===== config.mk =====
export PLATFORM = sky130hd
export DESIGN_NAME = ls163_ctrl_front
export DESIGN_NICKNAME = d
export VERILOG_FILES = /design/src/rtl/ls163_ctrl_front.sv
export SDC_FILE = /design/constraint.sdc
export NUM_CORES = 1
export LEC_CHECK = 0
export ABC_AREA = 1
export CAP_MARGIN = 20
export CELL_PAD_IN_SITES_DETAIL_PLACEMENT = 0
export CELL_PAD_IN_SITES_GLOBAL_PLACEMENT = 1
export CORE_UTILIZATION = 49
export CTS_CLUSTER_DIAMETER = 80
export DETAILED_ROUTE_END_ITERATION = 16
export MAX_ROUTING_LAYER = met4
export PLACE_DENSITY = 0.95
export SYNTH_ARGS = -nofsm -noshare
export SYNTH_HDL_FRONTEND = slang
export SYNTH_SLANG_ARGS = --single-unit

===== constraint.sdc =====
create_clock -name clk -period 5.3 [get_ports clk]
set_input_delay 1.06 -clock clk [delete_from_list [all_inputs] [get_ports clk]]
set_output_delay 1.06 -clock clk [all_outputs]
set_load 0.005 [all_outputs]

===== src/rtl/ls163_ctrl_front.sv =====
`default_nettype none
// ============================================================================
// Module   : ls163_ctrl_front
// Purpose  : Board front end for a 74LS163-style counter. Synchronises and
//            debounces the push-buttons, turns presses into one-cycle
//            active-low clear/load strobes, latches switch data for parallel
//            load, and produces enp from a prescaler (run) or from single-step
//            presses (step).
// Revision : 1.0 - initial release
// ============================================================================
module ls163_ctrl_front #(
  parameter int DEBOUNCE_CYCLES = 650000,
  parameter int PRESCALE        = 27
) (
  input  logic       clk,
  input  logic       reset,
  input  logic       btn_clear,
  input  logic       btn_load,
  input  logic       btn_step,
  input  logic       sw_run,
  input  logic [3:0] sw_data,
  output logic       clear_n,
  output logic       load_n,
  output logic       ent,
  output logic       enp,
  output logic       a,
  output logic       b,
  output logic       c,
  output logic       d
);

  localparam int DW = $clog2(DEBOUNCE_CYCLES) + 1;
  localparam int PW = $clog2(PRESCALE) + 1;
  localparam logic [DW-1:0] DB_LAST  = DW'(DEBOUNCE_CYCLES - 1);
  localparam logic [PW-1:0] PRE_LAST = PW'(PRESCALE - 1);

  // Bit map of the synchroniser vector: [2:0] buttons {step,load,clear},
  // [3] run switch, [7:4] data switches {d,c,b,a}.
  logic [7:0] sync1_q, sync1_d;
  logic [7:0] sync2_q, sync2_d;
  logic [2:0] btn_s;
  logic       run_s;
  logic [3:0] data_s;
  logic [2:0] press_w;

  // Two-stage synchroniser input selection for every raw pin.
  always_comb begin
    sync1_d = {sw_data, sw_run, btn_step, btn_load, btn_clear};
    sync2_d = sync1_q;
  end

  // Synchroniser flops; nothing downstream looks at the raw pins.
  always_ff @(posedge clk or posedge reset) begin
    if (reset) begin
      sync1_q <= '0;
      sync2_q <= '0;
    end else begin
      sync1_q <= sync1_d;
      sync2_q <= sync2_d;
    end
  end

  assign btn_s  = sync2_q[2:0];
  assign run_s  = sync2_q[3];
  assign data_s = sync2_q[7:4];

  // One debouncer per button. A press event is the 0->1 edge of the
  // debounced level, seen one cycle after the level flips.
  for (genvar i = 0; i < 3; i++) begin : g_db
    logic [DW-1:0] cnt_q, cnt_d;
    logic          deb_q, deb_d;
    logic          prev_q, prev_d;

    // Count while synced and debounced levels disagree; flip at the limit.
    always_comb begin
      cnt_d  = '0;
      deb_d  = deb_q;
      prev_d = deb_q;
      if (btn_s[i] != deb_q) begin
        if (cnt_q == DB_LAST) begin
          deb_d = btn_s[i];
        end else begin
          cnt_d = cnt_q + 1'b1;
        end
      end
    end

    // Debounce state registers.
    always_ff @(posedge clk or posedge reset) begin
      if (reset) begin
        cnt_q  <= '0;
        deb_q  <= 1'b0;
        prev_q <= 1'b0;
      end else begin
        cnt_q  <= cnt_d;
        deb_q  <= deb_d;
        prev_q <= prev_d;
      end
    end

    assign press_w[i] = deb_q & ~prev_q;
  end

  logic          clear_n_q, clear_n_d;
  logic          load_n_q, load_n_d;
  logic          ent_q, ent_d;
  logic          enp_q, enp_d;
  logic [3:0]    data_q, data_d;
  logic [PW-1:0] pre_q, pre_d;
  logic          clr_ev, ld_ev, st_ev;

  // Strobe generation with clear > load > step/run priority, plus prescaler.
  always_comb begin
    clr_ev    = press_w[0];
    ld_ev     = press_w[1] & ~clr_ev;
    st_ev     = press_w[2];
    clear_n_d = ~clr_ev;
    load_n_d  = ~ld_ev;
    ent_d     = 1'b1;
    data_d    = data_q;
    pre_d     = '0;
    enp_d     = 1'b0;
    if (ld_ev) begin
      data_d = data_s;
    end
    if (run_s) begin
      // A suppressed tick is lost but the count still wraps normally.
      if (!clr_ev && pre_q != PRE_LAST) begin
        pre_d = pre_q + 1'b1;
      end
      enp_d = (pre_q == PRE_LAST) & ~clr_ev & ~ld_ev;
    end else begin
      enp_d = st_ev & ~clr_ev & ~ld_ev;
    end
  end

  // Output registers; reset holds the counter in clear with counting off.
  always_ff @(posedge clk or posedge reset) begin
    if (reset) begin
      clear_n_q <= 1'b0;
      load_n_q  <= 1'b1;
      ent_q     <= 1'b0;
      enp_q     <= 1'b0;
      data_q    <= '0;
      pre_q     <= '0;
    end else begin
      clear_n_q <= clear_n_d;
      load_n_q  <= load_n_d;
      ent_q     <= ent_d;
      enp_q     <= enp_d;
      data_q    <= data_d;
      pre_q     <= pre_d;
    end
  end

  assign clear_n = clear_n_q;
  assign load_n  = load_n_q;
  assign ent     = ent_q;
  assign enp     = enp_q;
  assign a       = data_q[0];
  assign b       = data_q[1];
  assign c       = data_q[2];
  assign d       = data_q[3];

endmodule
`default_nettype wire


# Word level (Yosys, flattened, before mapping)
# Cells that the tools add are included.
# word_totals
regBits,99
# op_classes
add_sub_neg,4
n_eq_ne,8
muxes,9
bitwise,13
reduce_logical,5
# ops
op,count
$mux W21,6
$add A21 B1 Y21 const B,3
$eq A21 B20 Y1 const B,3
$mux W6,2
$and A1 B1 Y1,8
$add A6 B1 Y6 const B,1
$eq A6 B5 Y1 const B,1
$ne A6 B5 Y1 const B,1
$reduce_and A2 Y1,3
$not A1 Y1,5
$ne A1 B1 Y1,3
$logic_and A1 B1 Y1,1
$logic_not A1 Y1,1
$mux W1,1

# Depth between registers and ports, before layout
# depth
ltp_word,7
ltp_mapped,9
depth_no_buf,9

# Worst setup path after synthesis
# Ideal clock, no wire load.
# synth_timing
path_type,register -> output
startpoint,"reg load_n_q, in the netlist load_n"
endpoint,out load_n
arrival_time_ps,501
required_ps,4240
slack_ps,3739
stages_incl_launch_ff,1
n_path_buf,0
path_cell_list,dfstp_2
# synth_lines
element,line,rtl
from (decl),105,"logic load_n_q, load_n_d;"
from (signal assigned),148,load_n_q <= load_n_d;
to (decl),23,"output logic load_n,"
# No word-level cell between the ends.

# Worst setup path after layout
# layout_timing
startpoint,"reg load_n_q, in the netlist load_n"
endpoint,out load_n
# No word-level cell between the ends.

==> results.toml <==
[critical_path]
rr_worst_depth = 8
cp_data_arrival_time_ps = 1370
critPathMaxStageDelay_ps = 520
crit_buf_inv = 1
cp-end-kind = "primary output"
critPathLaunchType = "flop"
crit_family = "flip-flops"
path_depth = 1
path_cells = "clkdlybuf4s50_1"
crit_type = "reg2out"
slowest_stage = "dfstp_2"
critical_path_peak_fanout = 1
critPathRequiredTime_ps = 4240

[placed_design]
hpwl_um = 8190
place_ws_ps = 2660
place.gp.congestion = 0.882
portBuffers = 17

[clock_network]
cts.sinks = 99
ctsLongestPathBuffers = 2
cts-resized-gates = 0
clk_latency_ps = 380
cts_tree = "built"
cts-hold-fix-buffers = 0
cts_root_buffer = "clkbuf_8"
clk_pin_slew_worst_paths_ps = 90
cts_setup_buffers = 0
numCtsBuffers = 9
h-tree-depth = 3

[yosys]
synth_top_area_cell = "dfrtp_1"
ys_seq_elements = 99
ys_types = 31
synthesis.nets = 690
avgSynthCellArea_um2 = 7.66
synth_top_area_share_pct = 47.4
yosysSeqAreaShare_pct = 47.9
ys_warn_count = 0
syn_inst = 675
yosys-top-cells-area = "dfrtp_1, nor2_1, nand2_1"
syn_area_mm2 = 0.00517

[finish]
final_nets = 716
drive_gt1_share_pct = 9.21
final_common_cell = "nor2_1"
final_util_pct = 55.6
layout_common_cells = "nor2_1, nand2_1, dfrtp_1"
area_delta_synth_final_pct = 10.4
n_antenna_cell = 0

[flow_run]
cap_violations = 0

[global_route]
grt_pass1_wl_um = 19300
first_global_vias = 4140
track_usage_pct = 23.0
grt_overflow = 0
antenna_found_initial = 0
grt_max_degree = 65

[detailed_routing]
dr.first_iter.drc_count = 298
wl_um = 11000
wl_per_cell_um = 13.1
antenna_left = 0
vias = 4237
dr.pass1.iters = 4
routed_via_density = 5.03
post-route-drc-count = 0

[sta]
slew_violations = 0
setup_viol = 0
fmax_mhz = 411
worst_slew_pin_slew_ps = 807
rsz0062_at_grt = "false"
timing.final.crit_share_pct = 45.9
period_minus_slack_ps = 2430
skew_ps = 16.6
fin_ws_ps = 2870
slew_headroom_pct = 46.2
tns_ps = 0
hold_viol = 0

[power]
p_per_area_mw_per_mm2 = 233
ir_drop_uv = 141
finalPower_mw = 1.33
p_leak_nw = 2.50

[die]
die-width_um = 105
die_h_um = 105
ioPinCount = 18
start_util_pct = 50.3
die-area_mm2 = 0.0110
core_area_mm2 = 0.0103
rows = 37

[run_status]
status = "finished clean"

[min_path]
hp-class = "reg2reg"
hold_path_depth = 0
-- registers in the layout (all words and copies together) (netlist names) --
| signal | flops |
|---|---|
| clear_n | 1 |
| data_q | 4 |
| enp | 1 |
| ent | 1 |
| g_db.cnt_q | 63 |
| g_db.deb_q | 3 |
| g_db.prev_q | 3 |
| load_n | 1 |
| pre_q | 6 |
| sync1_q | 8 |
| sync2_q | 8 |
-- path summary, 6_finish.rpt --
check                           slack [ps]        startpoint                 to
worst max register to register        3550  g_db[0].cnt_q[0]  g_db[0].cnt_q[11]
worst min register to register         360        sync1_q[3]         sync2_q[3]
worst min-delay path                   360        sync1_q[3]         sync2_q[3]
max in group asynchronous             3140             reset           pre_q[3]
worst max-delay path                  2870            load_n             load_n
min in group asynchronous             1200             reset   g_db[2].cnt_q[7]
-- cell families (layout without fill, tap and decap cells) --
| logic type | count (synthesis) | in the layout | synth area share (%) |
|---|---|---|---|
| simple gates | 431 | 431 | 36.1 |
| flops | 99 | 99 | 47.9 |
| buf+inv | 82 | 113 | 6.02 |
| xor+xnor | 28 | 28 | 4.89 |
| compound gates | 25 | 25 | 2.90 |
| fa+ha+maj | 5 | 5 | 1.21 |
| mux | 4 | 4 | 0.871 |
| other cells | 1 | 1 | 0.0725 |
-- cell usage after synthesis, drive strengths merged --
cell type,n
dfstp,1
nor3b,1
ha,5
nor3,7
a211oi,3
conb,1
nor2,191
o2111ai,1
o21ai,13
xor2,25
a31oi,1
xnor2,3
nand3,54
buf,3
inv,79
and2,1
mux2,4
nand3b,2
dfrtp,98
nand4,12
o21bai,5
nand2,163
a21oi,2
-- area by class of cell --
type / count / area, um2
fillers: 983 / 4570
flip-flops and latches: 99 / 2480
multi-input cells: 494 / 2380
inverters: 79 / 299
repair buffers: 18 / 178
well taps: 136 / 170
clock buffers: 10 / 138
clock inverters: 6 / 63.8
-- metal layers --
metal	vias to the layer above	part of all wire, %	global-route usage (%)
met5	-	0	-
met3	14	4.5	3.49
met2	104	45	35.1
met1	1980	49	30.9
met4	0	1.7	9.56
li1	2139	-	-
-- metrics by stage --
stage / std cells / instance area [um2] / hold slack, ps
final: 842 / 5710 / 358
after global routing: 842 / 5710 / 366
after CTS: 842 / 5710 / 356
after detailed placement: 826 / 5510 / 336
after global placement: 826 / 5510 / 333
after floorplan: 675 / 5170 / 331
-- where the power goes --
group / leakage, nW / internal, mW / switching [mW] / total [mW]
Sequential: 1.32 / 0.769 / 0.0106 / 0.779
Combinational: 1.08 / 0.0166 / 0.0356 / 0.0522
Clock: 0.0987 / 0.231 / 0.266 / 0.497
No activity file was read; power rests on OpenSTA's default activity.
